## config.mk

```make
export PLATFORM = sky130hd
export DESIGN_NAME = rle_decoder_block
export DESIGN_NICKNAME = d
export VERILOG_FILES = /design/src/rtl/rle_decoder_block.sv
export SDC_FILE = /design/constraint.sdc
export NUM_CORES = 1
export LEC_CHECK = 0
export CORE_AREA = 2 2 133 83
export CTS_BUF_LIST = sky130_fd_sc_hd__clkbuf_8
export DETAILED_ROUTE_END_ITERATION = 8
export DIE_AREA = 0 0 135 85
export GPL_ROUTABILITY_DRIVEN = 0
export PLACE_DENSITY = 0.81
export SETUP_SLACK_MARGIN = 0.1
export SLEW_MARGIN = 20
export SYNTH_ARGS = -nofsm -noshare
export SYNTH_HDL_FRONTEND = slang
export SYNTH_SLANG_ARGS = --single-unit
export TNS_END_PERCENT = 10
```

## constraint.sdc

```tcl
create_clock -name clk -period 1.9 [get_ports clk]
set_input_delay 0.285 -clock clk [delete_from_list [all_inputs] [get_ports clk]]
set_output_delay 0.285 -clock clk [all_outputs]
set_load 0.02 [all_outputs]
```

## src/rtl/rle_decoder_block.sv

```systemverilog
// ---------------------------------------------------------------------------
// rle_decoder_block
//
// Run-length decoder sitting between the compressed-stream source and the
// inverse transform. Each accepted (value, count) pair is expanded into
// `count` copies of `value`, written one sample per cycle into an 8-slot
// coefficient block. A completed block is held on out_blk until the
// downstream stage takes it. Runs longer than the free slots carry over
// into the next block.
//
// Optional feature macro: RLE_DEC_STATS_EN
//   When defined, adds output blk_cnt[15:0], which counts completed output
//   handshakes (including flushed partial blocks) and wraps at 0xFFFF.
//
// Ports
//   clk        rising-edge clock
//   rst_n      synchronous reset, active HIGH (name inherited from the codebase)
//   in_valid   input pair valid
//   in_ready   decoder can accept a pair (IDLE, no flush, not in reset)
//   in_value   signed run value, DATA_W bits
//   in_count   unsigned run length, CNT_W bits
//   flush      close the partial block, padding with zeros (IDLE only)
//   out_valid  out_blk holds a complete block
//   out_ready  downstream accepts the block
//   out_blk    slot k at bits [k*DATA_W +: DATA_W], slot 0 is the first sample
//   blk_cnt    (RLE_DEC_STATS_EN only) completed output handshakes
//   zero_err   one-cycle pulse after a pair with in_count == 0 was consumed
// ---------------------------------------------------------------------------
module rle_decoder_block #(
    parameter int DATA_W = 13,
    parameter int CNT_W  = 8
) (
    input  logic                     clk,
    input  logic                     rst_n,
    input  logic                     in_valid,
    output logic                     in_ready,
    input  logic signed [DATA_W-1:0] in_value,
    input  logic [CNT_W-1:0]         in_count,
    input  logic                     flush,
    output logic                     out_valid,
    input  logic                     out_ready,
    output logic [8*DATA_W-1:0]      out_blk,
`ifdef RLE_DEC_STATS_EN
    output logic [15:0]              blk_cnt,
`endif
    output logic                     zero_err
);

    typedef enum logic [1:0] {
        IDLE,
        EXPAND,
        FULL
    } state_t;

    state_t                        state_q, state_d;
    logic [2:0]                    idx_q, idx_d;
    logic [CNT_W-1:0]              rem_q, rem_d;
    logic [DATA_W-1:0]             val_q, val_d;
    logic [7:0][DATA_W-1:0]        blk_q, blk_d;
    logic                          zero_err_q, zero_err_d;
`ifdef RLE_DEC_STATS_EN
    logic [15:0]                   blk_cnt_q, blk_cnt_d;
`endif

    // Next-state and output decode. Slots beyond the write index are always
    // zero because a handshake clears the whole block, so a flush only has to
    // move to FULL. The write index wraps to 0 on the eighth write, but the
    // handshake in FULL reloads it anyway, so the wrap is harmless.
    always_comb begin
        state_d    = state_q;
        idx_d      = idx_q;
        rem_d      = rem_q;
        val_d      = val_q;
        blk_d      = blk_q;
        zero_err_d = 1'b0;
        in_ready   = 1'b0;
        out_valid  = 1'b0;
`ifdef RLE_DEC_STATS_EN
        blk_cnt_d  = blk_cnt_q;
`endif

        case (state_q)
            IDLE: begin
                in_ready = ~flush;
                if (flush) begin
                    if (idx_q != 3'd0) begin
                        state_d = FULL;
                    end
                end else if (in_valid) begin
                    if (in_count == '0) begin
                        zero_err_d = 1'b1;
                    end else begin
                        val_d   = in_value;
                        rem_d   = in_count;
                        state_d = EXPAND;
                    end
                end
            end

            EXPAND: begin
                blk_d[idx_q] = val_q;
                idx_d        = idx_q + 3'd1;
                rem_d        = rem_q - CNT_W'(1);
                if (idx_q == 3'd7) begin
                    state_d = FULL;
                end else if (rem_q == CNT_W'(1)) begin
                    state_d = IDLE;
                end
            end

            FULL: begin
                out_valid = 1'b1;
                if (out_ready) begin
                    idx_d   = 3'd0;
                    blk_d   = '0;
                    state_d = (rem_q != '0) ? EXPAND : IDLE;
`ifdef RLE_DEC_STATS_EN
                    blk_cnt_d = blk_cnt_q + 16'd1;
`endif
                end
            end

            default: begin
                state_d = IDLE;
            end
        endcase

        // No pair may be taken while reset is being applied.
        if (rst_n) begin
            in_ready = 1'b0;
        end
    end

    // State and datapath registers with synchronous active-high reset; a reset
    // mid-run drops both the pending run and the partial block.
    always_ff @(posedge clk) begin
        if (rst_n) begin
            state_q    <= IDLE;
            idx_q      <= 3'd0;
            rem_q      <= '0;
            val_q      <= '0;
            blk_q      <= '0;
            zero_err_q <= 1'b0;
`ifdef RLE_DEC_STATS_EN
            blk_cnt_q  <= 16'd0;
`endif
        end else begin
            state_q    <= state_d;
            idx_q      <= idx_d;
            rem_q      <= rem_d;
            val_q      <= val_d;
            blk_q      <= blk_d;
            zero_err_q <= zero_err_d;
`ifdef RLE_DEC_STATS_EN
            blk_cnt_q  <= blk_cnt_d;
`endif
        end
    end

    assign out_blk  = blk_q;
    assign zero_err = zero_err_q;
`ifdef RLE_DEC_STATS_EN
    assign blk_cnt  = blk_cnt_q;
`endif

endmodule
```

==> results of run 1 <==
## registers in the layout (all words and copies together), names as in the netlist
register and flops:
zero_err 1, out_blk 104, rem_q 8, idx_q 3, state_q 2, val_q 13
## power by group through the flow
stage                     logic (W)  clock network [W]  registers, W
after global routing        0.00185            0.00239       0.00307
after global placement      0.00152                  0       0.00309
after CTS                   0.00161            0.00225       0.00303
after detailed placement    0.00158                  0       0.00309
after floorplan             0.00111                  0       0.00305
final                       0.00171            0.00223       0.00305
## metrics by stage
step / area (µm²) / util / cells / power (W)
6_report: 7004 / 0.6797 / 813 / 0.006993
3_3_place_gp: 6509 / 0.6316 / 778 / 0.004607
2_1_floorplan: 5059 / - / 543 / 0.004163
4_1_cts: 6932 / 0.6727 / 810 / 0.006891
3_5_place_dp: 6509 / 0.6316 / 778 / 0.004671
5_1_grt: 7004 / 0.6797 / 813 / 0.007312
## layer usage
metal  GRT usage  up-vias  part of all wire
li1            -     2167                 -
met1      0.3806     2224              0.46
met2      0.4029      256              0.43
met3     0.06093       28             0.096
met4     0.09470        0             0.017
met5           0        -                 0
## cells by family (layout without fill, tap and decap cells)
group	after synthesis	after routing
AO/OA/AOI/OAI	144	144
AND/OR/NAND/NOR	179	179
multiplexers	16	16
buffers and inverters	66	197
XOR/XNOR	1	1
adder cells (fa/ha/maj)	6	6
flip-flops	131	131
## path summary, 6_finish.rpt
| check | end | slack (ns) | cells after the start | start |
|---|---|---|---|---|
| worst max-delay path | val_q[12] | 0.14 | 6 | state_q[0] |
| worst min-delay path | out_blk[56] | 0.40 | 3 | rst_n |
| worst max register to register | val_q[12] | 0.14 | 6 | state_q[0] |
| worst min register to register | val_q[11] | 0.49 | 2 | val_q[11] |
## layout make-up
type / count / area share
Sequential cell: 131 / 0.3751
Multi-Input combinational cell: 346 / 0.3176
Timing Repair Buffer: 158 / 0.2244
Clock buffer: 18 / 0.03537
Tap cell: 139 / 0.02483
Clock inverter: 14 / 0.01894
Inverter: 7 / 0.003751
## cells in the final DEF, fill, tap and decap left out, drive strengths merged, types with 4 or more instances in the layout
master	count
a21oi	12
a22oi	105
and2	14
and3b	4
buf	27
clkbuf	19
clkdlybuf4s50	129
clkinv	8
dfxtp	131
ha	6
inv	9
mux2i	16
nand2	5
nand2b	7
nor2	123
nor3b	6
nor4	5
## critical path: cells and delay by family, from the launching register on
kind / cells / cell delay, ns
multiplexers: 1 / 0.23
AO/OA/AOI/OAI: 1 / 0.37
buffers and inverters: 2 / 0.32
AND/OR/NAND/NOR: 2 / 0.37
flip-flops: 1 / 0.35
## what timing repair did
action                                  4_1_cts  5_1_grt
buffers inserted                              0        2
endpoints found under the setup margin      106       91
resized for setup                            29        9
gates cloned                                  0        1
hold buffers                                  0        0
pin swaps                                     0        1
==> metrics, run 1 <==
CP cell instances=buf_6 > nor4b_4 > a21boi_4 > buf_12 > mux2i_2 > nor2_1; HP Class=in2reg; # rows=29; Horiz. Die Dim=135 µm; clk_lat worst skew=0.44 ns; global-route wire length before repair=23630 µm; flops & latches, synth=131; Max-slew headroom=0.5989; worst setup margin=0.1432 ns; Post-Syn Nets=roughly 580; CTS Buf Count=17; Setup TNS=0 ns; largest net degree at the start of global routing=136; Worst Clk Skew=about 0.0096 ns; Layout area overhead=38.46%; fin. max-slew vios=0; Unique masters post-synth=44; slowest stage cell, crit path=a21boi_4; routed vias=4675; most frequent cell after synthesis=dfxtp_1; Sink Count=131; CP Max Fanout=9; nets=between 600 and 700; CP startpoint kind=flip-flop; GRT Overall Usage=0.2679; CP arrival=around 2.1 ns; Final Hold Fails=0; post-synthesis mux area share=0.03166; NetSw=0.002333 W; Flop pwr share=0.436; number of global-route vias before repair=4355; clock share of power=0.320; port bufs=~130; Peak supply drop=0.5104 mV; max cap viols=0; mapped cell area=5059 µm²; post-synth top area share=0.5184; die area=11480 µm²; Async SR Flop Fraction=0; top_reg_cell synth=dfxtp_1; Pwr Density=998.4 nW/µm²; detailed placement HPWL=10110 µm; gr ovfl total=0; CTS H-Tree Depth=4; share of layout cells above drive strength 1=0.1350; Sw Ratio=0.3337; synth top area cells=dfxtp_1, a22oi_1, nor2_1; CTS tree=yes; Setup violations, final=0; drt first pass iters=5; Core Box Area=10300 µm²; multi-input combinational cell area=2225 µm²; Residual DRC=0; outcome=completed; Warnings, synthesis=0; fillcell total=between 700 and 800; Initial DRC Count=520; fmax=569.2 MHz; DRT Wirelength=15270 µm; Tcrit/Tclk final=0.9246; Antenna Cells=0; Compound-Gate Fraction of Synth Area=0.2110; Leakage=2.535 nW; Simple-Gate Fraction of Synth Area=0.1662; Starting Density=0.4909; initial antenna violation count=0; CP Class=reg2reg; I/O Pins=133; Internal Power=about 0.0047 W; final antenna-violating net count=0; Reg clk slew, reported paths=0.08 ns; Vias per Instance=5.750; crit path capture type=flip-flop; Root Driver=clkbuf_8; fin crit period=1.757 ns; post-synthesis xor/xnor area fraction=0.001731; Post-Place Setup Slack=-0.3339 ns; Post-Synth Adder-Cell Area=0.01484; CTS max path bufs=2; number of synthesized flops with an enable pin=0; register area share after synthesis=0.5184; Die Ht=85 µm; cell taking the most area after synthesis=dfxtp_1; register area=~2600 µm²; CP max stage delay=0.37 ns; Comb pwr share=0.245; RSZ-0062 raised after global routing=true; Hold Slack=0.4031 ns; Avg Cell Area, Syn=9.316 µm²; CP required=2.20 ns; Avg WL per Cell=18.78 µm; main combinational cell family by area after synthesis=compound AO/OA/AOI/OAI gates; Tightest Pin Transition=0.6016 ns; Post-synth top cells=dfxtp_1, nor2_1, a22oi_1; Syn Inst Count=543
Power figures use the tool's default switching activity.
==> run 2: changes to the inputs <==
Settings changed: GPL_TIMING_DRIVEN from default to 0, SLEW_MARGIN 20 to 10.
==> run 2 against run 1 <==
Final cell count is 4.7% higher; final area is 2.7% higher; maximum frequency is 3.8% lower; critical path type is now reg2out; highest routed layer unchanged.
==> metrics, run 2 (synthesized netlist as in run 1, its figures left out) <==
commonest cells after routing, fill and taps aside=dfxtp_1, clkdlybuf4s50_1, nor2_1; Post-Place Setup Slack=-0.4253 ns; Worst Clk Skew=a little over 0.008 ns; RSZ-0062 raised after global routing=true; Leakage=2.653 nW; detailed placement HPWL=10930 µm; largest net degree at the start of global routing=17; Largest register FFs=104; gr ovfl total=0; crit path capture type=primary output; Tightest Pin Transition=0.6735 ns; Levels on crit path=4; initial antenna violation count=0; Final Hold Fails=0; worst path buffer plus inverter count=3; CP max stage delay=0.33 ns; CP arrival=1.54 ns; R2R depth=7; routed vias=4952; Placed Instances=813; CTS max path bufs=2; fin crit period=about 1.8 ns; Core Box Area=10300 µm²; GRT Overall Usage=0.2783; Setup TNS=0 ns; fin. max-slew vios=0; die area=11480 µm²; CTS H-Tree Depth=4; DRT Wirelength=16100 µm; Residual DRC=0; Peak supply drop=0.6558 mV; Setup violations, final=0; CP cell instances=buf_6 > buf_2 > nor4_2 > buf_4; r2r startpoint=state_q[0]; Worst R2R Setup Slack=0.09 ns; non-filler cells, final=between 800 and 900; Tcrit/Tclk final=0.9616; Antenna Cells=0; CP Class=reg2out; final antenna-violating net count=0; outcome=completed; Pwr Density=1051 nW/µm²; Starting Density=0.4909; global-route wire length before repair=24430 µm; number of global-route vias before repair=4595; Crit. Startpoint=state_q[0]; CP required=1.62 ns; Initial DRC Count=between 400 and 500; clk_lat worst skew=0.44 ns; slowest stage cell, crit path=dfxtp_2; port bufs=131; nets=732; Layout area overhead=42.22%; Hold Slack=0.3583 ns; HP Class=in2reg; Vias per Instance=5.819; crit path to=in_ready; max cap viols=0; R2R Path End=out_blk[33]; Reg clk slew, reported paths=approximately 0.07 ns; share of layout cells above drive strength 1=0.1348; I/O Pins=133; Horiz. Die Dim=135 µm; fmax=between 500 and 600 MHz; CP startpoint kind=flip-flop; drt first pass iters=5; cell family with the largest share of critical-path delay=buffers and inverters; Max-slew headroom=0.5468; worst setup margin=0.07298 ns; CTS tree=yes; CP Max Fanout=10; CTS Buf Count=17; Die Ht=85 µm; Avg WL per Cell=~19 µm; Sink Count=131; # rows=29; Root Driver=clkbuf_8
-- run 2: power breakdown --
group / switching, W / leakage, nW / internal (W)
clock network: 0.00105 / 0.235 / 0.00169
registers: 0.000134 / 1.06 / 0.00288
logic: 0.00110 / 1.36 / 0.000701
total: 0.00229 / 2.65 / 0.00527
-- run 2: how the worst min path moves through the flow --
stage	depth (start not counted)	end	start	slack [ns]
after floorplan	2	val_q[0]	in_value[0]	0.43
after global placement	2	val_q[5]	val_q[5]	0.47
after detailed placement	2	val_q[4]	val_q[4]	0.48
after CTS	3	state_q[1]	rst_n	0.33
after global routing	3	state_q[1]	rst_n	0.38
final	3	state_q[1]	rst_n	0.36
-- run 2: per-stage QoR --
step	power (W)	utilization	cell area, µm²
6_report	0.007560	0.6982	7194
5_1_grt	0.007839	0.6982	7194
4_1_cts	0.007379	0.6864	7073
3_5_place_dp	0.004643	0.6350	6544
3_3_place_gp	0.004578	0.6350	6544
2_1_floorplan	0.004163	-	5059
-- run 2: cell type report --
| type | count | area [µm²] |
|---|---|---|
| fill | 751 | 3110 |
| sequential | 131 | 2625 |
| multi-input combinational | 346 | 2222 |
| timing repair buffer | 138 | 1378 |
| buffer | 59 | 301.5 |
| clock buffer | 21 | 289.0 |
| clock inverter | 10 | 178.9 |
| tap | 139 | 173.9 |
| inverter | 7 | 26.28 |
-- run 2: layer usage --
metal	GRT usage	share of wire	routed length, µm	up-vias
met5	0	0	0	-
met3	0.07945	0.11	1786	39
met2	0.4047	0.43	6968	301
met1	0.3878	0.44	7034	2376
met4	0.1212	0.019	310	0
li1	-	-	-	2236
-- run 2: worst register-to-register path, cell delays in order (launching register included) --
cell and delay, ns:
dfxtp_2 0.34, buf_6 0.12, and3b_1 0.17, clkbuf_2 0.25
a21oi_1 0.31, buf_2 0.28, a22oi_1 0.10, nor2_1 0.16
-- run 2: repair_timing --
item / 4_1_cts / 5_1_grt
hold buffers: 0 / 0
pin swaps: 0 / 1
endpoints found under the setup margin: 113 / 94
buffers inserted: 0 / 5
resized for setup: 31 / 31
cloned: 0 / 2
